--- config.mk ---
export PLATFORM = sky130hd
export DESIGN_NAME = core_sequencer
export DESIGN_NICKNAME = d
export VERILOG_FILES = /design/src/rtl/core_sequencer.sv
export SDC_FILE = /design/constraint.sdc
export NUM_CORES = 1
export LEC_CHECK = 0
export BUFFER_PORTS_ARGS = -buffer_cell sky130_fd_sc_hd__buf_2
export CAP_MARGIN = 5
export CORE_ASPECT_RATIO = 0.7
export CORE_MARGIN = 10
export CORE_UTILIZATION = 40
export CTS_CLUSTER_SIZE = 16
export DETAILED_ROUTE_END_ITERATION = 12
export PLACE_DENSITY_LB_ADDON = 0.2
export SLEW_MARGIN = 20
export SYNTH_ARGS = -nofsm -noshare
export SYNTH_HDL_FRONTEND = slang
export SYNTH_SLANG_ARGS = --single-unit
--- constraint.sdc ---
create_clock -name clk -period 3.83 [get_ports clk]
set_input_delay 0.1915 -clock clk [delete_from_list [all_inputs] [get_ports clk]]
set_output_delay 0.1915 -clock clk [all_outputs]
set_load 0.02 [all_outputs]
--- src/rtl/core_sequencer.sv ---
// -----------------------------------------------------------------------------
// core_sequencer
//
// Multi-cycle control sequencer for an RV32I core. Owns the program counter,
// the instruction register and the stage FSM. Decode, ALU and register file
// live outside; this block only consumes their decode flags and operands.
//
// Stage loop: IDLE -> IF -> DE -> EX -> [MA] -> WB -> IF/IDLE, plus HALT.
//
// Ports
//   clk, rst          clock (rising edge), asynchronous active-high reset
//   run               1 = keep fetching; 0 = park in IDLE after the current WB
//   imem_req/addr     instruction fetch request (level through IF) and address
//   imem_ack/rdata    fetch complete this cycle, fetched instruction word
//   inst              instruction register, feeds external decode
//   is_mem .. is_halt decode flags for the instruction held in inst
//   branch_taken      ALU compare result, valid EX..WB
//   imm, rs1_data     immediate and rs1 operand for target calculation
//   dmem_req/we       data access request (level through MA), store enable
//   dmem_ack          data access complete this cycle
//   rf_we             register file write enable, one-cycle pulse in WB
//   pc                current program counter
//   state             FSM state: IDLE=0 IF=1 DE=2 EX=3 MA=4 WB=5 HALT=6
//   halted            1 while in HALT
//   misaligned        sticky, set when HALT was entered on a misaligned target
//   retired           saturating count of instructions completed through WB
//
// Handshake rule (both memory ports): the request is a level that is raised
// on entry to the access state and held, with the address stable, until the
// cycle in which the matching ack is sampled high at the rising clock edge.
// The transfer completes on that edge and the request drops with the state
// change. Any number of wait cycles is allowed; there is no timeout. An ack
// seen outside the access state is ignored. Reset abandons an access at once.
// -----------------------------------------------------------------------------
module core_sequencer #(
    parameter int              XLEN     = 32,
    parameter logic [XLEN-1:0] RESET_PC = '0,
    parameter int              PC_STEP  = 4,
    parameter bit              MEM_SKIP = 1'b1,
    parameter int              CNT_W    = 32
) (
    input  logic             clk,
    input  logic             rst,
    input  logic             run,

    output logic             imem_req,
    output logic [XLEN-1:0]  imem_addr,
    input  logic             imem_ack,
    input  logic [31:0]      imem_rdata,
    output logic [31:0]      inst,

    input  logic             is_mem,
    input  logic             is_store,
    input  logic             is_branch,
    input  logic             branch_taken,
    input  logic             is_jal,
    input  logic             is_jalr,
    input  logic             is_halt,
    input  logic [XLEN-1:0]  imm,
    input  logic [XLEN-1:0]  rs1_data,

    output logic             dmem_req,
    output logic             dmem_we,
    input  logic             dmem_ack,

    output logic             rf_we,
    output logic [XLEN-1:0]  pc,
    output logic [2:0]       state,
    output logic             halted,
    output logic             misaligned,
    output logic [CNT_W-1:0] retired
);

    typedef enum logic [2:0] {
        S_IDLE = 3'd0,
        S_IF   = 3'd1,
        S_DE   = 3'd2,
        S_EX   = 3'd3,
        S_MA   = 3'd4,
        S_WB   = 3'd5,
        S_HALT = 3'd6
    } state_t;

    state_t            state_q;
    state_t            state_d;
    logic [XLEN-1:0]   pc_q;
    logic [31:0]       inst_q;
    logic [CNT_W-1:0]  retired_q;
    logic              misaligned_q;

    // Target calculation, only consumed in WB.
    logic [XLEN-1:0]   pc_rel;
    logic [XLEN-1:0]   jalr_tgt;
    logic [XLEN-1:0]   pc_seq;
    logic [XLEN-1:0]   next_pc;
    logic              next_bad;

    // WB exit decisions.
    logic              wb_retire;
    logic              wb_fault;

    always_comb begin
        pc_rel   = pc_q + imm;
        // JALR clears bit 0 of the target, bit 1 is left for the alignment check.
        jalr_tgt = (rs1_data + imm) & ~XLEN'(1);
        pc_seq   = pc_q + XLEN'(PC_STEP);

        if ((is_branch && branch_taken) || is_jal) begin
            next_pc = pc_rel;
        end else if (is_jalr) begin
            next_pc = jalr_tgt;
        end else begin
            next_pc = pc_seq;
        end

        next_bad = |next_pc[1:0];
    end

    // ECALL/EBREAK retires; a misaligned target does not.
    assign wb_retire = (state_q == S_WB) && (is_halt || !next_bad);
    assign wb_fault  = (state_q == S_WB) && !is_halt && next_bad;

    // -------------------------------------------------------------------------
    // State register
    // -------------------------------------------------------------------------
    always_ff @(posedge clk or posedge rst) begin
        if (rst) begin
            state_q <= S_IDLE;
        end else begin
            state_q <= state_d;
        end
    end

    // -------------------------------------------------------------------------
    // Next state and state-decoded strobes
    // -------------------------------------------------------------------------
    always_comb begin
        state_d  = state_q;
        imem_req = 1'b0;
        dmem_req = 1'b0;
        dmem_we  = 1'b0;
        rf_we    = 1'b0;

        case (state_q)
            S_IDLE: begin
                if (run) begin
                    state_d = S_IF;
                end
            end

            S_IF: begin
                // run is deliberately not looked at here: a started fetch
                // always completes.
                imem_req = 1'b1;
                if (imem_ack) begin
                    state_d = S_DE;
                end
            end

            S_DE: begin
                state_d = S_EX;
            end

            S_EX: begin
                if (is_mem || !MEM_SKIP) begin
                    state_d = S_MA;
                end else begin
                    state_d = S_WB;
                end
            end

            S_MA: begin
                // Non-memory instructions only get here with MEM_SKIP=0 and
                // spend exactly one quiet cycle.
                if (is_mem) begin
                    dmem_req = 1'b1;
                    dmem_we  = is_store;
                    if (dmem_ack) begin
                        state_d = S_WB;
                    end
                end else begin
                    state_d = S_WB;
                end
            end

            S_WB: begin
                // The link write of JAL/JALR still happens on a misaligned
                // target; only the PC update is suppressed.
                rf_we = !(is_store || is_branch || is_halt);
                if (is_halt || next_bad) begin
                    state_d = S_HALT;
                end else if (run) begin
                    state_d = S_IF;
                end else begin
                    state_d = S_IDLE;
                end
            end

            S_HALT: begin
                state_d = S_HALT;
            end

            default: begin
                state_d = S_IDLE;
            end
        endcase
    end

    // -------------------------------------------------------------------------
    // PC, instruction register, fault flag, retired counter
    // -------------------------------------------------------------------------
    always_ff @(posedge clk or posedge rst) begin
        if (rst) begin
            pc_q         <= RESET_PC;
            inst_q       <= '0;
            retired_q    <= '0;
            misaligned_q <= 1'b0;
        end else begin
            if ((state_q == S_IF) && imem_ack) begin
                inst_q <= imem_rdata;
            end

            // HALT via ECALL/EBREAK keeps the PC pointing at the instruction.
            if (wb_retire && !is_halt) begin
                pc_q <= next_pc;
            end

            if (wb_retire && (retired_q != {CNT_W{1'b1}})) begin
                retired_q <= retired_q + CNT_W'(1);
            end

            if (wb_fault) begin
                misaligned_q <= 1'b1;
            end
        end
    end

    assign imem_addr  = pc_q;
    assign pc         = pc_q;
    assign inst       = inst_q;
    assign state      = state_q;
    assign halted     = (state_q == S_HALT);
    assign misaligned = misaligned_q;
    assign retired    = retired_q;

    // -------------------------------------------------------------------------
    // Structural properties
    // -------------------------------------------------------------------------
    a_halt_quiet : assert property (@(posedge clk) disable iff (rst)
        halted |-> !(imem_req || dmem_req || rf_we));

    a_one_req : assert property (@(posedge clk) disable iff (rst)
        !(imem_req && dmem_req));

    a_we_needs_req : assert property (@(posedge clk) disable iff (rst)
        dmem_we |-> dmem_req);

endmodule

==> results.md <==
* Status: completed
* Core area at 20,600 sq um
* Routed len/inst at 19.5 microns
* Maximum VDD drop at 236 uV
* Synth Net Count at 1,120
* Nets at 1,331
* Synth cell types at 77
* Layout cell share with drive strength beyond 1 at 28.1%
* Final period utilization at 85.8%
* Design Power at 0.00659 W
* Clk sinks at 100
* Yosys top cell area share at 30.1%
* Vias at 7,902
* Reg clk slew, reported paths at 80 ps
* H-Tree Depth at 3
* Hold Violations, Final at 0
* Gpl congestion at 0.897
* CTS tree: built
* Setup TNS at 0 ps
* Final ANT Viol Nets at 0
* Synth Warn # at 0
* Die area at 27,000 sq um
* Initial antenna violation count at 1
* Cell with the most instances after synthesis: dfrtp_1
* Vias in the first global route at 7,289
* Post-synth top flop: dfrtp_1
* RSZ-0062 raised after global routing: false
* Synth Register Bits at 100
* Final setup violation count at 0
* Mean Syn Cell Area at 8.78 sq um
* Pin count of the biggest net entering global routing at 58
* Commonest cells in the netlist: dfrtp_1, a21oi_1, nand2_1, nor2_1, xnor2_1
* Core Rows at 44
* Leakage at 4.81 nW
* Synthesized area at 8310 sq um
* Max FO, Critical Path at 7
* Relative slew slack at 44.1%
* Starting Density at 40.4%
* Maxcap violations at 0
* Post-Place Worst Slack at 576 ps
* Post-Place Cell Area at 9640 sq um
* Period minus WS final at 3290 ps
* Drt initial violations at 647
* Async SR Flop Fraction at 100%
* F_max at 304 MHz
* Register area share after synthesis at 30.1%
* ANT cells at 0
* Startpoint types: flip-flop
* Die W at 192 microns
* First-pass GRT wire length at 42.7 mm
* Root Driver: clkbuf_16
* CP arrival at 3590 ps
* Critical path capture point type: flip-flop
* Gr ovfl total at 0
* # Post-CTS Setup Buffers at 0
* Port Buffers at 244
* Worst skew pair latency at 360 ps
* Drt pass-1 iters at 5
* DPL Wire Length at 22.8 mm
* Synth area leaders: dfrtp_1, ha_1, xnor2_1
* Area grow syn2layout at 19.8%
* Fin area at 9960 sq um
* Synth area leader: dfrtp_1
* CTS Buf Count at 9
* Cells after synthesis at 947
* Required @ worst endpoint at 4130 ps
* Clock tree buffer depth at 2
* Worst setup margin at 544 ps
* WS Path Type: reg2reg
* Post-synth EDFFs at 0
* Max Slew Vio Count at 0
* PwrDens at 662 nW/um^2
* Vias per std cell at 5.49
* Final WL at 28.1 mm
* Final core occ at 48.4%
* GRT Total Usage at 19.7%
* Die Ht at 141 microns
* I/O pins at 245
* Worst-Margin Slew at 828 ps
* Setup Skew at 5.54 ps
* DRC Markers at 0
* Min-Delay Path Class: in2reg
==> cell families after synthesis <==
| group | Yosys count | synth area share [%] |
|---|---|---|
| and+or+nand+nor | 294 | 17.7 |
| AOI/OAI and AO/OA | 268 | 21.2 |
| xor gates and xnor gates | 105 | 11.1 |
| DFF | 100 | 30.1 |
| buffers and inverters | 78 | 5.03 |
| adders and majority gates | 65 | 9.97 |
| muxes | 37 | 4.97 |
==> power breakdown <==
group / internal [W] / total (W) / switching, W
clock network: 0.000472 / 0.000966 / 0.000493
logic: 0.00149 / 0.00376 / 0.00227
registers: 0.00141 / 0.00186 / 0.000453
total: 0.00337 / 0.00659 / 0.00322
==> cell usage in the layout (no fill, tap or decap), types with 3 or more instances in the layout <==
cell	synthesis	final
nor3_1	20	20
a211oi_1	24	24
and2_1	12	12
nor2b_1	9	9
nand2_1	77	77
dfrtp_1	100	100
mux2_2	34	34
nand2b_1	6	6
nor2_1	65	65
o21bai_1	9	9
a21oi_1	85	85
a211o_1	3	3
o21ai_0	52	52
xnor2_1	65	65
nand4_1	19	19
o21a_1	12	12
clkbuf_16	0	9
and4_1	9	9
nor4_1	6	6
buf_4	33	14
a31oi_1	12	12
o31ai_1	3	3
a21o_1	21	21
and3_1	16	16
nand3_1	35	35
or4_1	4	4
a22oi_1	3	3
xor2_1	40	40
buf_2	1	244
inv_1	19	18
o211ai_1	7	7
mux2i_1	3	3
or3_1	3	3
ha_1	63	63
==> stage by stage <==
| stage | hold slack [ps] | instances |
|---|---|---|
| global placement | 372 | 1422 |
| finish | 57.9 | 1439 |
| global route | 49.2 | 1439 |
| CTS | 46.2 | 1439 |
| detailed placement | 377 | 1422 |
| floorplan | 302 | 947 |
==> path summary, 6_finish.rpt <==
path / from / to / slack [ps] / depth (start not counted)
max reg2reg: imem_addr[6]$_DFFE_PP0P_ / imem_addr[31]$_DFFE_PP0P_ / 540 / 10
max in group asynchronous: rst / imem_addr[17]$_DFFE_PP0P_ / 2500 / 4
min reg2reg: misaligned$_DFFE_PP0P_ / misaligned$_DFFE_PP0P_ / 480 / 1
max: imem_addr[6]$_DFFE_PP0P_ / imem_addr[31]$_DFFE_PP0P_ / 540 / 10
min: imem_rdata[21] / inst[21]$_DFFE_PP0P_ / 60 / 2
min in group asynchronous: rst / inst[25]$_DFFE_PP0P_ / 500 / 3
==> worst max-delay path, stage by stage (launching register included) <==
cell,delay (ps)
dfrtp_1,460
ha_1,400
a2111oi_0,490
o21ai_1,190
a41oi_2,330
a211oi_1,170
a21oi_1,340
a211oi_1,190
or3_1,370
o211ai_1,160
nand3b_1,120
==> flip-flops by register name, summed over array words and instances (netlist names) <==
| register | flops |
|---|---|
| state | 3 |
| imem_addr | 32 |
| misaligned | 1 |
| retired | 32 |
| inst | 32 |
==> layout make-up <==
class,count,area (sq um)
timing repair buffer,259,1340
fill,2019,10600
tap,276,345
sequential,100,2500
multi-input combinational,769,5390
clock buffer,9,225
clock inverter,7,86.3
inverter,19,73.8
==> per-layer routing <==
metal  global-route usage (%)  part of all wire [%]  wire [microns]
met2                     27.7                    40           11200
met5                        0                 0.043              12
met1                     29.9                    51           14200
met4                     2.93                  0.81             227
met3                     4.88                   8.6            2420
==> timing repair <==
| item | 4_1_cts | 5_1_grt |
|---|---|---|
| hold buffers | 1 | 0 |
| endpoints found under the hold margin | 55 | 0 |
| gates resized for setup | 0 | 0 |
Power figures use the tool's default switching activity.
